===== config.mk =====
export PLATFORM = sky130hd
export DESIGN_NAME = core_ex_agu_lsu_req_flat
export DESIGN_NICKNAME = d
export VERILOG_FILES = /design/src/rtl/core_ex_agu_lsu_req_if.sv /design/src/rtl/core_ex_agu_lsu_req.sv /design/src/flat_wrapper.sv
export SDC_FILE = /design/constraint.sdc
export NUM_CORES = 1
export LEC_CHECK = 0
export ABC_CLOCK_PERIOD_IN_PS = 3710
export CAP_MARGIN = 0
export CORE_UTILIZATION = 50
export DETAILED_ROUTE_END_ITERATION = 7
export HOLD_SLACK_MARGIN = 0.05
export PLACE_DENSITY = 0.82
export SLEW_MARGIN = 0
export SYNTH_ARGS = -nofsm -noshare
export SYNTH_HDL_FRONTEND = slang
export SYNTH_SLANG_ARGS = --single-unit

===== constraint.sdc =====
create_clock -name clk -period 3.71 [get_ports clk]
set_input_delay 0.5565 -clock clk [delete_from_list [all_inputs] [get_ports clk]]
set_output_delay 0.5565 -clock clk [all_outputs]
set_load 0.01 [all_outputs]

===== src/rtl/core_ex_agu_lsu_req_if.sv =====
// Handshake bundles for the AGU request stage: the upstream side from issue
// and the downstream side toward the LSU, including the misalign report.
`ifndef CORE_XLEN
`define CORE_XLEN 32
`endif
`ifndef CORE_LSU_INST_WIDTH
`define CORE_LSU_INST_WIDTH 4
`endif

interface core_ex_agu_req_if #(
    parameter int XLEN = `CORE_XLEN,
    parameter int LIW  = `CORE_LSU_INST_WIDTH
);
    logic            i_valid;
    logic            o_ready;
    logic [LIW-1:0]  i_lsu_inst_bus;
    logic [XLEN-1:0] i_rs1;
    logic [XLEN-1:0] i_imm;
    logic [XLEN-1:0] i_rs2;
    logic [4:0]      i_rd;
    logic            i_flush;

    modport master (output i_valid, i_lsu_inst_bus, i_rs1, i_imm, i_rs2, i_rd, i_flush,
                    input  o_ready);
    modport slave  (input  i_valid, i_lsu_inst_bus, i_rs1, i_imm, i_rs2, i_rd, i_flush,
                    output o_ready);
endinterface

interface core_ex_agu_lsu_if #(
    parameter int XLEN = `CORE_XLEN,
    parameter int LIW  = `CORE_LSU_INST_WIDTH
);
    logic            o_valid;
    logic            i_lsu_ready;
    logic [LIW-1:0]  o_lsu_inst_bus;
    logic [XLEN-1:0] o_mem_addr;
    logic [XLEN-1:0] o_write_data;
    logic [4:0]      o_rd;
    logic            o_misalign_valid;
    logic [XLEN-1:0] o_misalign_addr;
    logic            o_misalign_store;

    modport master (output o_valid, o_lsu_inst_bus, o_mem_addr, o_write_data, o_rd,
                           o_misalign_valid, o_misalign_addr, o_misalign_store,
                    input  i_lsu_ready);
    modport slave  (input  o_valid, o_lsu_inst_bus, o_mem_addr, o_write_data, o_rd,
                           o_misalign_valid, o_misalign_addr, o_misalign_store,
                    output i_lsu_ready);
endinterface


===== src/rtl/core_ex_agu_lsu_req.sv =====
// AGU request stage: forms rs1+imm, screens misaligned accesses, and buffers
// aligned loads/stores in a two-entry FIFO in front of the LSU.
`ifndef CORE_XLEN
`define CORE_XLEN 32
`endif
`ifndef CORE_LSU_INST_WIDTH
`define CORE_LSU_INST_WIDTH 4
`endif
`ifndef CORE_LSU_INST_LOAD
`define CORE_LSU_INST_LOAD 0
`endif
`ifndef CORE_LSU_INST_STORE
`define CORE_LSU_INST_STORE 1
`endif
`ifndef CORE_LSU_INST_SIZE
`define CORE_LSU_INST_SIZE 3:2
`endif

module core_ex_agu_lsu_req #(
    parameter int XLEN  = `CORE_XLEN,
    parameter int LIW   = `CORE_LSU_INST_WIDTH,
    parameter int DEPTH = 2
) (
    input  logic              clk,
    input  logic              rst,
    core_ex_agu_req_if.slave  req,
    core_ex_agu_lsu_if.master lsu
);

    localparam logic [1:0] DEPTH_C = 2'(DEPTH);

    typedef struct packed {
        logic [LIW-1:0]  inst;
        logic [XLEN-1:0] addr;
        logic [XLEN-1:0] wdata;
        logic [4:0]      rd;
    } entry_t;

    entry_t          mem_q [DEPTH];
    logic [1:0]      count_q, count_d;
    logic            wptr_q, wptr_d;
    logic            rptr_q, rptr_d;
    logic            mis_vld_q, mis_vld_d;
    logic [XLEN-1:0] mis_addr_q, mis_addr_d;
    logic            mis_st_q, mis_st_d;

    logic [XLEN-1:0] ea;
    logic [1:0]      size;
    logic            is_ld, is_st, is_mem, misal;
    logic            ready, accept, push, pop;
    entry_t          head;

    assign ea     = req.i_rs1 + req.i_imm;
    assign size   = req.i_lsu_inst_bus[`CORE_LSU_INST_SIZE];
    assign is_ld  = req.i_lsu_inst_bus[`CORE_LSU_INST_LOAD];
    assign is_st  = req.i_lsu_inst_bus[`CORE_LSU_INST_STORE];
    assign is_mem = is_ld | is_st;
    // Byte never faults; size[1] covers word (and the unused 11 encoding).
    assign misal  = ((size == 2'b01) & ea[0]) | (size[1] & (|ea[1:0]));

    // Ready is a function of occupancy only, never of a same-cycle pop.
    assign ready  = ~rst & (count_q < DEPTH_C) & ~req.i_flush;
    assign accept = req.i_valid & ready;
    assign push   = accept & is_mem & ~misal;
    assign pop    = (count_q != 2'd0) & lsu.i_lsu_ready;

    always_comb begin
        count_d    = count_q;
        wptr_d     = wptr_q;
        rptr_d     = rptr_q;
        mis_vld_d  = accept & is_mem & misal;
        mis_addr_d = mis_addr_q;
        mis_st_d   = mis_st_q;
        if (req.i_flush) begin
            count_d = 2'd0;
            wptr_d  = 1'b0;
            rptr_d  = 1'b0;
        end else begin
            count_d = count_q + 2'(push) - 2'(pop);
            wptr_d  = wptr_q ^ push;
            rptr_d  = rptr_q ^ pop;
        end
        if (mis_vld_d) begin
            mis_addr_d = ea;
            mis_st_d   = is_st;
        end
    end

    always_ff @(posedge clk or posedge rst) begin
        if (rst) begin
            count_q    <= 2'd0;
            wptr_q     <= 1'b0;
            rptr_q     <= 1'b0;
            mis_vld_q  <= 1'b0;
            mis_addr_q <= '0;
            mis_st_q   <= 1'b0;
        end else begin
            count_q    <= count_d;
            wptr_q     <= wptr_d;
            rptr_q     <= rptr_d;
            mis_vld_q  <= mis_vld_d;
            mis_addr_q <= mis_addr_d;
            mis_st_q   <= mis_st_d;
        end
    end

    // Payload storage needs no reset: it is only visible behind o_valid.
    always_ff @(posedge clk) begin
        if (push) begin
            mem_q[wptr_q] <= '{inst: req.i_lsu_inst_bus, addr: ea,
                               wdata: req.i_rs2, rd: req.i_rd};
        end
    end

    assign head    = mem_q[rptr_q];
    assign req.o_ready = ready;

    assign lsu.o_valid        = (count_q != 2'd0);
    assign lsu.o_lsu_inst_bus = lsu.o_valid ? head.inst  : '0;
    assign lsu.o_mem_addr     = lsu.o_valid ? head.addr  : '0;
    assign lsu.o_write_data   = lsu.o_valid ? head.wdata : '0;
    assign lsu.o_rd           = lsu.o_valid ? head.rd    : '0;

    // A flush arriving while the pulse is up cancels it.
    assign lsu.o_misalign_valid = mis_vld_q & ~req.i_flush;
    assign lsu.o_misalign_addr  = mis_addr_q;
    assign lsu.o_misalign_store = mis_st_q;

endmodule

===== src/flat_wrapper.sv =====
// flat-port wrapper written by rule: the top's interface ports become plain ports
module core_ex_agu_lsu_req_flat 
#(
    parameter int XLEN  = `CORE_XLEN,
    parameter int LIW   = `CORE_LSU_INST_WIDTH,
    parameter int DEPTH = 2
)
  (clk, rst, req_i_valid, req_i_lsu_inst_bus, req_i_rs1, req_i_imm, req_i_rs2, req_i_rd, req_i_flush, req_o_ready, lsu_o_valid, lsu_o_lsu_inst_bus, lsu_o_mem_addr, lsu_o_write_data, lsu_o_rd, lsu_o_misalign_valid, lsu_o_misalign_addr, lsu_o_misalign_store, lsu_i_lsu_ready);
  core_ex_agu_req_if #(.XLEN(XLEN), .LIW(LIW)) req_i ();
  core_ex_agu_lsu_if #(.XLEN(XLEN), .LIW(LIW)) lsu_i ();
  input  logic clk;
  input  logic rst;
  input wire logic [$bits(req_i.i_valid)-1:0] req_i_valid;
  input wire logic [$bits(req_i.i_lsu_inst_bus)-1:0] req_i_lsu_inst_bus;
  input wire logic [$bits(req_i.i_rs1)-1:0] req_i_rs1;
  input wire logic [$bits(req_i.i_imm)-1:0] req_i_imm;
  input wire logic [$bits(req_i.i_rs2)-1:0] req_i_rs2;
  input wire logic [$bits(req_i.i_rd)-1:0] req_i_rd;
  input wire logic [$bits(req_i.i_flush)-1:0] req_i_flush;
  output wire logic [$bits(req_i.o_ready)-1:0] req_o_ready;
  output wire logic [$bits(lsu_i.o_valid)-1:0] lsu_o_valid;
  output wire logic [$bits(lsu_i.o_lsu_inst_bus)-1:0] lsu_o_lsu_inst_bus;
  output wire logic [$bits(lsu_i.o_mem_addr)-1:0] lsu_o_mem_addr;
  output wire logic [$bits(lsu_i.o_write_data)-1:0] lsu_o_write_data;
  output wire logic [$bits(lsu_i.o_rd)-1:0] lsu_o_rd;
  output wire logic [$bits(lsu_i.o_misalign_valid)-1:0] lsu_o_misalign_valid;
  output wire logic [$bits(lsu_i.o_misalign_addr)-1:0] lsu_o_misalign_addr;
  output wire logic [$bits(lsu_i.o_misalign_store)-1:0] lsu_o_misalign_store;
  input wire logic [$bits(lsu_i.i_lsu_ready)-1:0] lsu_i_lsu_ready;
  assign req_i.i_valid = req_i_valid;
  assign req_i.i_lsu_inst_bus = req_i_lsu_inst_bus;
  assign req_i.i_rs1 = req_i_rs1;
  assign req_i.i_imm = req_i_imm;
  assign req_i.i_rs2 = req_i_rs2;
  assign req_i.i_rd = req_i_rd;
  assign req_i.i_flush = req_i_flush;
  assign req_o_ready = req_i.o_ready;
  assign lsu_o_valid = lsu_i.o_valid;
  assign lsu_o_lsu_inst_bus = lsu_i.o_lsu_inst_bus;
  assign lsu_o_mem_addr = lsu_i.o_mem_addr;
  assign lsu_o_write_data = lsu_i.o_write_data;
  assign lsu_o_rd = lsu_i.o_rd;
  assign lsu_o_misalign_valid = lsu_i.o_misalign_valid;
  assign lsu_o_misalign_addr = lsu_i.o_misalign_addr;
  assign lsu_o_misalign_store = lsu_i.o_misalign_store;
  assign lsu_i.i_lsu_ready = lsu_i_lsu_ready;
  core_ex_agu_lsu_req #(.XLEN(XLEN), .LIW(LIW), .DEPTH(DEPTH)) u_core (.clk(clk), .rst(rst), .req(req_i), .lsu(lsu_i));
endmodule

==> metrics <==
Seq pwr share=between 30% and 40%; NetSw=about 2.2 mW; # rows=48; Final Hold Vio Count=0; flops & latches, synth=between 150 and 200; first-pass GRT wire length=around 32000 um; DRC=0; starting density of the core=between 50% and 60%; number of port buffers=between 200 and 250; Maximum Capacitance Violations=0; crit path time final=3.17 ns; Syn. warnings=0; Pint=4.86 mW; RSZ-0062 raised after global routing=no; peak supply drop=between 0.3 and 0.4 mV; multi-input logic area=3400 um2; diode count=0; area of the core=17400 um2; f_max=0.316 GHz; Slew headroom=a little over half; power per cell area=about 580 nW/um2; latest clock arrival within the worst-skew pair=about 0.43 ns; placed cell count=between 1000 and 1500; fin cells=between 1000 and 1500; Distinct cells, synth=60; EDFF count, synth=146; Die X-Extent=136 um; WL/cell=17.8 um; Reg2Reg Depth=9; DRT Wirelength=between 20000 and 25000 um; I/O pin cnt=about 220; outcome=finished clean; clock share of power=between 20% and 30%; CTS hold repair buffers=0; top cell type's share of synthesized area=~49%; via count=approximately 6400; crit end category=register; crit path DAT=between 3 and 4 ns; post-CTS setup buffer count=0; Finished Core Util=a little over two thirds; layout overhead on the synthesized area=34.9%; Total Nets Final=~1100; critical path class=in -> reg; ratio of cells with drive above 1 in the final layout=8.38%; Placer Congestion=about 0.84; Seq. cell area=5340 um2; post-route ant nets=0; Post-synth top cells=edfxtp_1, nor2_1, mux2i_1; Max clock buf depth=2; r2r endpoint=u_core.count_q[1]; Setup WS pre-CTS=0.0996 ns; H-tree depth=4; overall global routing resource usage=between 20% and 30%; Slew Viols, Final=0; setup ws final=approximately 0.54 ns; Worst-path clk slew=approximately 0.060 ns; CP max stage delay=between 0.5 and 0.6 ns; vias in the first global route=6299; Hold Path Class=reg -> reg; CP Cell Sequence=clkdlybuf4s50_1, ha_1, fa_1, a21o_2, a221oi_2, buf_4, or4_4, o211a_4, a2111o_1, a311o_1, o211ai_2; register area share after synthesis=between 50% and 60%; Yosys top cell by area=edfxtp_1; syn nets=~850; Gate Count Post-Synth=between 700 and 800; Setup Viol. Count Final=0; total grt overflow=0; Filler Cell Count=1262; hold path cells=2; Max Fanout on Critical Path=7; largest net degree at the start of global routing=45; dpl hpwl=approximately 15000 um; CTS tree=yes; count leader, synth=edfxtp_1; Post-synth top flop=edfxtp_1; R2R Setup Slk=between 1 and 1.5 ns; slowest CP cell=or4_4; height of the die=136 um; Req. time, crit path=roughly 4 ns; FF-to-FF Start=u_core.count_q[1]; die area=18400 um2; post-DR vias/cell=~5.5; CTS buffer count=17; Worst-Margin Slew=about 0.7 ns; Clock Sinks=about 180; total power=7.04 mW; switching portion of total power=a little under a third; Gates resized, CTS repair=0; asr flop ratio synth=approximately 21%; DRT Pass-1 Iters=4; initial antenna violation count=0; cell area after synthesis=a little under 9000 um2; Leak=4.44 nW; Hold EP=u_core.lsu.o_misalign_addr[0]; Initial DRC Count=about 360; Worst Hold Launch=u_core.lsu.o_misalign_addr[0]; Avg Cell Area, Syn=about 13 um2; final worst-path cycle share=between 80% and 90%; crit path launch type=input pin; worst clock skew=approximately 0.0075 ns; clk root buf=clkbuf_16; combinational share of power=between 30% and 40%; most area-consuming cells after synthesis=edfxtp_1, dfrtp_1, mux2i_1
-- state kept, by name, indices dropped and copies added, names as in the netlist --
name / flops
u_core.count_q: 2
u_core.lsu.o_misalign_addr: 32
u_core.lsu.o_misalign_store: 1
u_core.mem_q: 146
u_core.mis_vld_q: 1
u_core.rptr_q: 1
u_core.wptr_q: 1
-- logic make-up (layout without fill, tap and decap cells) --
group	Yosys count	after routing	share of synthesized area (%)
multiplexers	86	86	9.80
flip-flops	184	184	59.8
buffers and inverters	41	279	2.54
AND/OR/NAND/NOR	221	221	10.9
adder cells (fa/ha/maj)	36	36	5.13
AO/OA/AOI/OAI	111	111	9.28
XOR/XNOR	26	26	2.55
-- metrics by stage --
step	TNS (ns)	cell area (um2)	hold WS [ns]
floorplan	-19.60	8920	0.514
global placement	0	11400	0.457
detailed placement	0	11400	0.463
CTS	0	12000	0.479
global route	0	12000	0.511
finish	0	12000	0.472
-- power by group through the flow --
| stage | combinational (mW) | clock [mW] | sequential [mW] |
|---|---|---|---|
| final | 2.60 | 1.81 | 2.64 |
| after global routing | 2.79 | 1.91 | 2.66 |
| after CTS | 2.62 | 1.83 | 2.64 |
| after detailed placement | 2.61 | 0 | 2.67 |
| after global placement | 2.57 | 0 | 2.67 |
| after floorplan | 1.20 | 0 | 2.70 |
-- cell type report --
cell class                      instances  area share (%)
Clock buffer                           18            3.57
Clock inverter                         14            1.37
Inverter                               13           0.405
Multi-Input combinational cell        480            28.2
Sequential cell                       184            44.4
Tap cell                              225            2.34
Timing Repair Buffer                  234            19.8
-- how the worst max path moves through the flow --
stage / slack [ns] / depth (start not counted) / end / start
floorplan: -0.13 / 5 / u_core.mem_q[1][0] / req_i_imm[0]
global placement: 0.15 / 11 / u_core.mem_q[1][65] / req_i_imm[0]
detailed placement: 0.1 / 11 / u_core.mem_q[0][65] / req_i_rs1[0]
CTS: 0.55 / 11 / u_core.mem_q[0][65] / req_i_rs1[0]
global route: 0.44 / 12 / u_core.mem_q[0][63] / req_i_imm[0]
finish: 0.54 / 11 / u_core.mem_q[0][67] / req_i_rs1[0]
-- placed cells by master (no fill, tap or decap), types with 7 or more instances in the layout --
cell / n
clkbuf_16: 17
dfrtp_1: 37
mux2_2: 11
nor2_1: 93
a21o_1: 14
nand4_1: 9
inv_1: 12
nor3_1: 7
o31ai_1: 10
o21ai_0: 10
edfxtp_1: 146
buf_4: 10
mux2i_1: 75
clkdlybuf4s50_1: 218
a21oi_1: 27
nand3_1: 13
xnor2_1: 18
ha_1: 33
nand2_1: 69
xor2_1: 8
-- per-layer routing --
metal  track usage (%)  vias to the layer above  wire length, um
met4              10.5                        0              622
li1                  -                     3062                -
met1              27.8                     3052             8270
met3              4.64                       44             1510
met2              40.4                      267            10400
met5                 0                        -                0
-- worst max-delay path, delay by kind of cell --
kind / cells / cell delay (ns)
and+or+nand+nor: 1 / 0.53
AOI/OAI and AO/OA: 6 / 1.32
adders and majority gates: 2 / 0.39
buffers and inverters: 2 / 0.63
Note: power is estimated with default switching activity, not from simulation.
